[src/rtl/pulse_maker_pkg.sv]
// -----------------------------------------------------------------------------
// pulse_maker_pkg
// Shared definitions for the multi-channel pulse generator:
//   - pm_state_e        : per-channel FSM state encoding (2 bits)
//   - PM_CNT_W_DEFAULT  : default width of the delay/width counters
// No ports; imported by pulse_channel and pulse_maker_multi.
// -----------------------------------------------------------------------------
package pulse_maker_pkg;

  // Default width of the per-channel delay and width counts.
  localparam int PM_CNT_W_DEFAULT = 8;

  // Channel FSM states. The encoding is fixed so that debug tooling and
  // any downstream state taps see stable values.
  typedef enum logic [1:0] {
    IDLE  = 2'd0,
    DELAY = 2'd1,
    PULSE = 2'd2
  } pm_state_e;

endpackage : pulse_maker_pkg

[src/rtl/pulse_channel.sv]
// -----------------------------------------------------------------------------
// pulse_channel
// One independent pulse channel: edge detector, IDLE/DELAY/PULSE FSM with a
// down-counter, and a negedge-registered pulse output (active high here; the
// top level applies the output polarity).
//
// Ports:
//   clk          clock
//   reset        synchronous, active-low reset
//   in_i         trigger input, synchronous to clk
//   trig_rise_i  1 = trigger on rising edge, 0 = on falling edge
//   retrig_i     1 = an edge while busy restarts the channel, 0 = ignore it
//   delay_i      delay in clk cycles, captured on an accepted edge
//   width_i      pulse width in clk cycles, captured on an accepted edge
//   pulse_o      active-high pulse, registered on the negedge of clk
//   busy_o       high while the channel is not IDLE (posedge-registered)
//   overrun_o    one-cycle strobe when an edge is ignored (posedge-registered)
// -----------------------------------------------------------------------------
module pulse_channel
  import pulse_maker_pkg::*;
#(
  parameter int CNT_W = PM_CNT_W_DEFAULT
) (
  input  logic             clk,
  input  logic             reset,
  input  logic             in_i,
  input  logic             trig_rise_i,
  input  logic             retrig_i,
  input  logic [CNT_W-1:0] delay_i,
  input  logic [CNT_W-1:0] width_i,
  output logic             pulse_o,
  output logic             busy_o,
  output logic             overrun_o
);

  localparam logic [CNT_W-1:0] CNT_ONE  = CNT_W'(1);
  localparam logic [CNT_W-1:0] CNT_ZERO = CNT_W'(0);

  logic             in_q;
  pm_state_e        state_q,   state_d;
  logic [CNT_W-1:0] cnt_q,     cnt_d;
  logic [CNT_W-1:0] width_q,   width_d;
  logic             overrun_q, overrun_d;
  logic             busy_q;
  logic             pulse_q;

  logic             edge_s;
  logic             load_s;

  // An edge is the input now sitting at the selected level while the value
  // sampled on the previous posedge sat at the opposite level.
  assign edge_s = (in_i == trig_rise_i) && (in_q != trig_rise_i);

  // A fresh capture happens on any edge from IDLE, or on any edge while busy
  // when retriggering is enabled. This includes the cycle the channel is
  // about to drop back to IDLE, since state_q still shows DELAY/PULSE then.
  assign load_s = edge_s && ((state_q == IDLE) || retrig_i);

  // Next-state, counter and strobe logic.
  always_comb begin
    state_d   = state_q;
    cnt_d     = cnt_q;
    width_d   = width_q;
    overrun_d = 1'b0;

    if (load_s) begin
      // Width is kept for the DELAY->PULSE hand-over; delay is only needed now.
      width_d = width_i;
      if (delay_i != CNT_ZERO) begin
        state_d = DELAY;
        cnt_d   = delay_i - CNT_ONE;
      end else if (width_i != CNT_ZERO) begin
        state_d = PULSE;
        cnt_d   = width_i - CNT_ONE;
      end else begin
        state_d = IDLE;
        cnt_d   = CNT_ZERO;
      end
    end else begin
      // An edge that is not loaded can only be one seen while busy.
      overrun_d = edge_s && (state_q != IDLE);
      case (state_q)
        IDLE: begin
          state_d = IDLE;
          cnt_d   = CNT_ZERO;
        end
        DELAY: begin
          if (cnt_q != CNT_ZERO) begin
            cnt_d = cnt_q - CNT_ONE;
          end else if (width_q != CNT_ZERO) begin
            state_d = PULSE;
            cnt_d   = width_q - CNT_ONE;
          end else begin
            state_d = IDLE;
            cnt_d   = CNT_ZERO;
          end
        end
        PULSE: begin
          if (cnt_q != CNT_ZERO) begin
            cnt_d = cnt_q - CNT_ONE;
          end else begin
            state_d = IDLE;
            cnt_d   = CNT_ZERO;
          end
        end
        default: begin
          state_d = IDLE;
          cnt_d   = CNT_ZERO;
        end
      endcase
    end
  end

  // Posedge state: input history, FSM, counter, captured width and strobes.
  always_ff @(posedge clk) begin
    if (!reset) begin
      // Track the input during reset so release never fakes an edge.
      in_q      <= in_i;
      state_q   <= IDLE;
      cnt_q     <= CNT_ZERO;
      width_q   <= CNT_ZERO;
      overrun_q <= 1'b0;
      busy_q    <= 1'b0;
    end else begin
      in_q      <= in_i;
      state_q   <= state_d;
      cnt_q     <= cnt_d;
      width_q   <= width_d;
      overrun_q <= overrun_d;
      busy_q    <= (state_d != IDLE);
    end
  end

  // Negedge output flop: half a cycle after the state update, so the pulse
  // starts at negedge k+delay and lasts exactly width periods.
  always_ff @(negedge clk) begin
    if (!reset) begin
      pulse_q <= 1'b0;
    end else begin
      pulse_q <= (state_q == PULSE);
    end
  end

  assign pulse_o   = pulse_q;
  assign busy_o    = busy_q;
  assign overrun_o = overrun_q;

endmodule : pulse_channel

[src/rtl/pulse_maker_multi.sv]
// -----------------------------------------------------------------------------
// pulse_maker_multi
// CHANNELS independent delayed-pulse generators. Each channel waits for a
// selected edge on its trigger, counts out a delay, then drives a pulse of a
// programmed width. This level only slices the packed buses per channel and
// applies the output polarity.
//
// Parameters:
//   CHANNELS        number of channels
//   CNT_W           width of the delay/width counts
//   OUT_ACTIVE_LOW  1 = out idles high and pulses low, 0 = inverted
// Ports:
//   clk        clock
//   reset      synchronous, active-low reset
//   in         [CHANNELS]        trigger inputs
//   trig_rise  [CHANNELS]        1 = rising edge, 0 = falling edge
//   retrig     [CHANNELS]        1 = restart on new edge, 0 = ignore it
//   delay      [CHANNELS*CNT_W]  per-channel delay, channel i at [i*CNT_W +: CNT_W]
//   width      [CHANNELS*CNT_W]  per-channel width, same packing
//   out        [CHANNELS]        pulse outputs (negedge-registered)
//   busy       [CHANNELS]        channel not IDLE
//   overrun    [CHANNELS]        one-cycle strobe on an ignored edge
// -----------------------------------------------------------------------------
module pulse_maker_multi
  import pulse_maker_pkg::*;
#(
  parameter int CHANNELS       = 4,
  parameter int CNT_W          = PM_CNT_W_DEFAULT,
  parameter int OUT_ACTIVE_LOW = 1
) (
  input  logic                      clk,
  input  logic                      reset,
  input  logic [CHANNELS-1:0]       in,
  input  logic [CHANNELS-1:0]       trig_rise,
  input  logic [CHANNELS-1:0]       retrig,
  input  logic [CHANNELS*CNT_W-1:0] delay,
  input  logic [CHANNELS*CNT_W-1:0] width,
  output logic [CHANNELS-1:0]       out,
  output logic [CHANNELS-1:0]       busy,
  output logic [CHANNELS-1:0]       overrun
);

  logic [CHANNELS-1:0] pulse_s;

  generate
    for (genvar i = 0; i < CHANNELS; i++) begin : g_ch
      pulse_channel #(
        .CNT_W (CNT_W)
      ) u_ch (
        .clk         (clk),
        .reset       (reset),
        .in_i        (in[i]),
        .trig_rise_i (trig_rise[i]),
        .retrig_i    (retrig[i]),
        .delay_i     (delay[i*CNT_W +: CNT_W]),
        .width_i     (width[i*CNT_W +: CNT_W]),
        .pulse_o     (pulse_s[i]),
        .busy_o      (busy[i]),
        .overrun_o   (overrun[i])
      );
    end
  endgenerate

  // Polarity is a constant inversion of the negedge flops, so out stays
  // glitch-free and effectively registered.
  assign out = (OUT_ACTIVE_LOW != 0) ? ~pulse_s : pulse_s;

endmodule : pulse_maker_multi

[config.mk]
export PLATFORM = sky130hd
export DESIGN_NAME = pulse_maker_multi
export DESIGN_NICKNAME = d
export VERILOG_FILES = /design/src/rtl/pulse_maker_pkg.sv /design/src/rtl/pulse_channel.sv /design/src/rtl/pulse_maker_multi.sv
export SDC_FILE = /design/constraint.sdc
export NUM_CORES = 1
export LEC_CHECK = 0
export ABC_CLOCK_PERIOD_IN_PS = 2000
export CAP_MARGIN = 20
export CELL_PAD_IN_SITES_DETAIL_PLACEMENT = 2
export CELL_PAD_IN_SITES_GLOBAL_PLACEMENT = 2
export CORE_ASPECT_RATIO = 1.5
export CORE_MARGIN = 3
export CORE_UTILIZATION = 32
export CTS_CLUSTER_DIAMETER = 30
export CTS_CLUSTER_SIZE = 30
export DETAILED_ROUTE_END_ITERATION = 6
export PLACE_DENSITY_LB_ADDON = 0.1
export RECOVER_POWER = 50
export SETUP_SLACK_MARGIN = 0.02
export SYNTH_ARGS = -nofsm -noshare
export SYNTH_HDL_FRONTEND = slang
export SYNTH_SLANG_ARGS = --single-unit
[constraint.sdc]
create_clock -name clk -period 2 [get_ports clk]
set_input_delay 0.4 -clock clk [delete_from_list [all_inputs] [get_ports clk]]
set_output_delay 0.4 -clock clk [all_outputs]
set_load 0.02 [all_outputs]
---- Word level (Yosys, flattened, before mapping) ----
Cells that the tools add are included.
word-level totals
  register bits after elaboration ......... 88
  input bits .............................. 78
  word-level logic and storage cells ...... 166
operators by class
  add/subtract/negate cells ............... 16
  eq/ne operators ......................... 16
  muxes and demuxes ....................... 56
  bitwise gates (word level) .............. 2
  reductions and logical operators ........ 48
operators with widths
  cell                                                 count
  two-way mux 8 bit                                    24
  nonzero test 8 bit                                   16
  subtractor 8 x 1 -> 8 bit, second input constant     16
  one-hot mux 8 bit (2 select lines)                   4
  two-way mux 2 bit                                    24
  one-hot mux 2 bit (2 select lines)                   4
  nonzero test 2 bit                                   8
  logical AND 1 bit                                    12
  equality test 2 x 1 -> 1 bit, second input constant  4
  equality test 2 bit, second input constant           4
  zero test 2 bit                                      4
  OR reduction 2 bit                                   4
  equality test 1 bit                                  4
  logical OR 1 bit                                     4
  inequality test 1 bit                                4
  NOT 4 bit                                            1
  NOT 1 bit                                            1

---- Logic depth before layout (Yosys ltp) ----
  word-level depth ........................ 6
  mapped depth ............................ 8
  mapped depth without buffers ............ 7

---- By module ----
A second synthesis with hierarchy kept.
second synthesis, totals
  cell total of the unflattened synthesis .. 731
  area, all modules ....................... 6099.6 um^2
by module, submodules not included
  module                             instances  cells an instance  area an instance (um^2)  seq. area each (um^2)
  pulse_channel at g_ch[1].u_ch ...  2          177                1514.0                   440.4
  pulse_channel at g_ch[0].u_ch      1          189                1552.7                   440.4
  pulse_channel at g_ch[3].u_ch      1          184                1503.9                   440.4
  pulse_maker_multi                  1          4                  15.0                     0.0

==> flow_summary.yaml <==
critical_path:
  crit_path_max_incr_delay_ns: 0.33
  cp.arrival_ns: 1.88
  worst-setup-path-type: "flip-flop to output port"
  critPathCaptureType: "output port"
  startpoint_type: "flip-flop"
  cp_slowest_cell: "dfxtp_2"
  worstPathMaxFanout: 1
  path_cells: "inv_2 -> buf_6"
  required_ns: 1.60
  startpoint: "g_ch[3].u_ch.pulse_o"
  timing.rr.start: "g_ch[2].u_ch.state_q[0]"
power_and_ir_drop:
  p_leak_nw: 3.59
  ir_drop_uv: 339
  power_density_nw_per_um2: 571
  total_power_mw: 5.07
route:
  route.detailed.drc: 0
  drt-pass1-iter-count: 4
  routed_via_density: 5.22
  vias: 6541
  antenna_left: 0
  wire_per_inst_um: 19.1
  drt-total-wl_um: 24000
  first_iter_violations: 184
cts:
  tritoncts: "yes"
  path_clk_slew_ns: 0.07
  cts.htree.levels: 3
  clock_path_buffers: 2
  root_buffer: "clkbuf_16"
  clk_latency_ns: 0.41
  cts_buffers: 9
  cts.sinks: 88
grt:
  grt_pass1_wl_um: 38000
  grt_pass1_vias: 7507
  grt_usage_pct: 22.5
  grt.overflow.total: 0
  antenna_found_initial: 0
  grt_max_degree: 18
synth:
  synthArstFlopShare_pct: 0
  synth_area_leaders: "dfxtp_1 (29%), ha_1 (9.1%), nand2_1 (7.3%)"
  synth.distinct_cells: 51
  ys.flop_type: "dfxtp_1"
  ys_ff_latch: 88
  synth_enable_flop_cells: 0
  syn_avg_cell_area_um2: 7.96
  netlist_area_um2: 6080
  yosys_warnings: 0
  yosysSeqAreaShare_pct: 29.0
  synth_nets: 885
  synthCells: 763
  synth_largest_area_cell: "dfxtp_1"
  synth_top_area_share_pct: 29.0
final_layout:
  multiInputGateArea_um2: 4250
  instances_no_fill: 1254
  finish.net_count: 1120
  final_cell_mix: "buf_4 (145), nand2_1 (115), dfxtp_1 (82)"
  num_antenna_cells: 0
  layout_commonest_cell: "buf_4"
  fill_cells: 2126
  syn_to_final_growth_pct: 46.3
  design_area_um2: 8890
  drive_gt1_share_pct: 23.9
  seq_area_um2: 1770
place:
  portBuffers: 89
  post-place-cells: 1227
  dpl_worst_slack_ns: -0.731
  gp_congestion: 0.847
  dp_hpwl_um: 18900
  placed_area_um2: 8280
status:
  violations: "negative setup slack"
  status: "finished, violations left"
timing:
  drv_slew: 0
  timing.final.ws_setup_ns: -0.284
  setup_viol: 36
  timing.setup.tns_ns: -3.54
  slew_headroom_pct: 71.8
  tightestPinTransition_ns: 0.421
  final-hold-violation-count: 0
  skew_ns: 0.0610
  rsz0062_at_grt: "true"
floorplan:
  die_x_um: 119
  dieHeight_um: 175
  start_util_pct: 32.6
  pin_count: 90
  core_region_area_um2: 18600
  die_area_um2: 20700
  num_rows: 61
worst_hold_path:
  min_from: "g_ch[0].u_ch.width_q[7]"
  min_path_type: "flip-flop to flip-flop"
flow_run:
  maxCapViolations: 0
through the flow:
stage / hold WS (ns) / utilization [%]
floorplan: 0.428 / -
global placement: 0.474 / 44.5
detailed placement: 0.488 / 44.5
CTS: 0.497 / 46.7
global route: 0.532 / 47.7
finish: 0.493 / 47.7
critical path: cells and delay by family (launching register included):
kind / cells / cell delay [ns]
DFF: 1 / 0.33
buffers and inverters: 2 / 0.15
per-layer routing:
layer | wire length (µm) | global-route usage (%) | vias up
met5 | 0 | 0 | -
met4 | 653 | 8.12 | 0
met3 | 512 | 2.43 | 38
met2 | 13500 | 44.8 | 100
met1 | 9320 | 24.1 | 3242
li1 | - | - | 3161
path summary, 6_finish.rpt:
path	end	slack [ns]	cells after the start
setup reg to reg	g_ch[2].u_ch.cnt_q[4]	0.04	8
hold / removal	g_ch[0].u_ch.width_q[7]	0.49	2
hold reg to reg	g_ch[0].u_ch.width_q[7]	0.49	2
setup / recovery	out[3]	-0.28	2
synth_stat cells, types with 4 or more instances:
master and count:
nand2_1 118, o22a_1 5, nand4_1 6, nor3_1 27, a32oi_1 4, a21oi_1 48, nor2_1 51, ha_1 44
o32ai_1 11, a21oi_2 6, mux2i_1 6, clkbuf_1 14, or3_1 5, nand3b_1 5, inv_1 51, xnor2_1 41
a21o_1 5, dfxtp_1 88, nor4_1 13, nor3b_1 21, o32a_1 5, and2_1 5, or2_2 4, xor2_1 46
o21a_1 23, a31oi_1 5, a22oi_1 5, buf_4 8, o22ai_1 31, nand3_1 22
what timing repair did:
action / in CTS / in global routing
buffers inserted: 2 / 6
pin swaps: 4 / 13
endpoints found under the setup margin: 21 / 43
resized for setup: 44 / 46
cloned: 1 / 0
hold buffers: 0 / 0
cells by family after synthesis:
| kind of cell | share of synthesized area, % |
|---|---|
| flip-flops | 29.0 |
| adder cells (fa/ha/maj) | 9.06 |
| AND/OR/NAND/NOR | 25.0 |
| XOR/XNOR | 12.5 |
| multiplexers | 0.989 |
| buffers and inverters | 5.27 |
| AO/OA/AOI/OAI | 18.1 |
where the power goes:
part           leakage, nW  internal [mW]  switching, mW  total (mW)
Combinational         2.70          0.728          0.749        1.48
Clock                0.162          0.928          0.768        1.70
Sequential           0.721           1.82         0.0760        1.90
Total                 3.59           3.48           1.59        5.07
final cells by class:
class | instances | share of cell area [%]
sequential | 88 | 19.9
tap | 252 | 3.55
clock buffer | 10 | 2.82
clock inverter | 9 | 0.591
timing repair buffer | 244 | 23.2
inverter | 50 | 2.11
multi-input combinational | 601 | 47.8
registers in the layout, summed over array words and instances, names as in the netlist:
signal and count:
g_ch.u_ch.cnt_q 32, g_ch.u_ch.pulse_o 4, g_ch.u_ch.overrun_o 4, g_ch.u_ch.state_q 8, g_ch.u_ch.busy_o 4, g_ch.u_ch.width_q 32
g_ch.u_ch.in_q 4
Power figures use the tool's default switching activity.
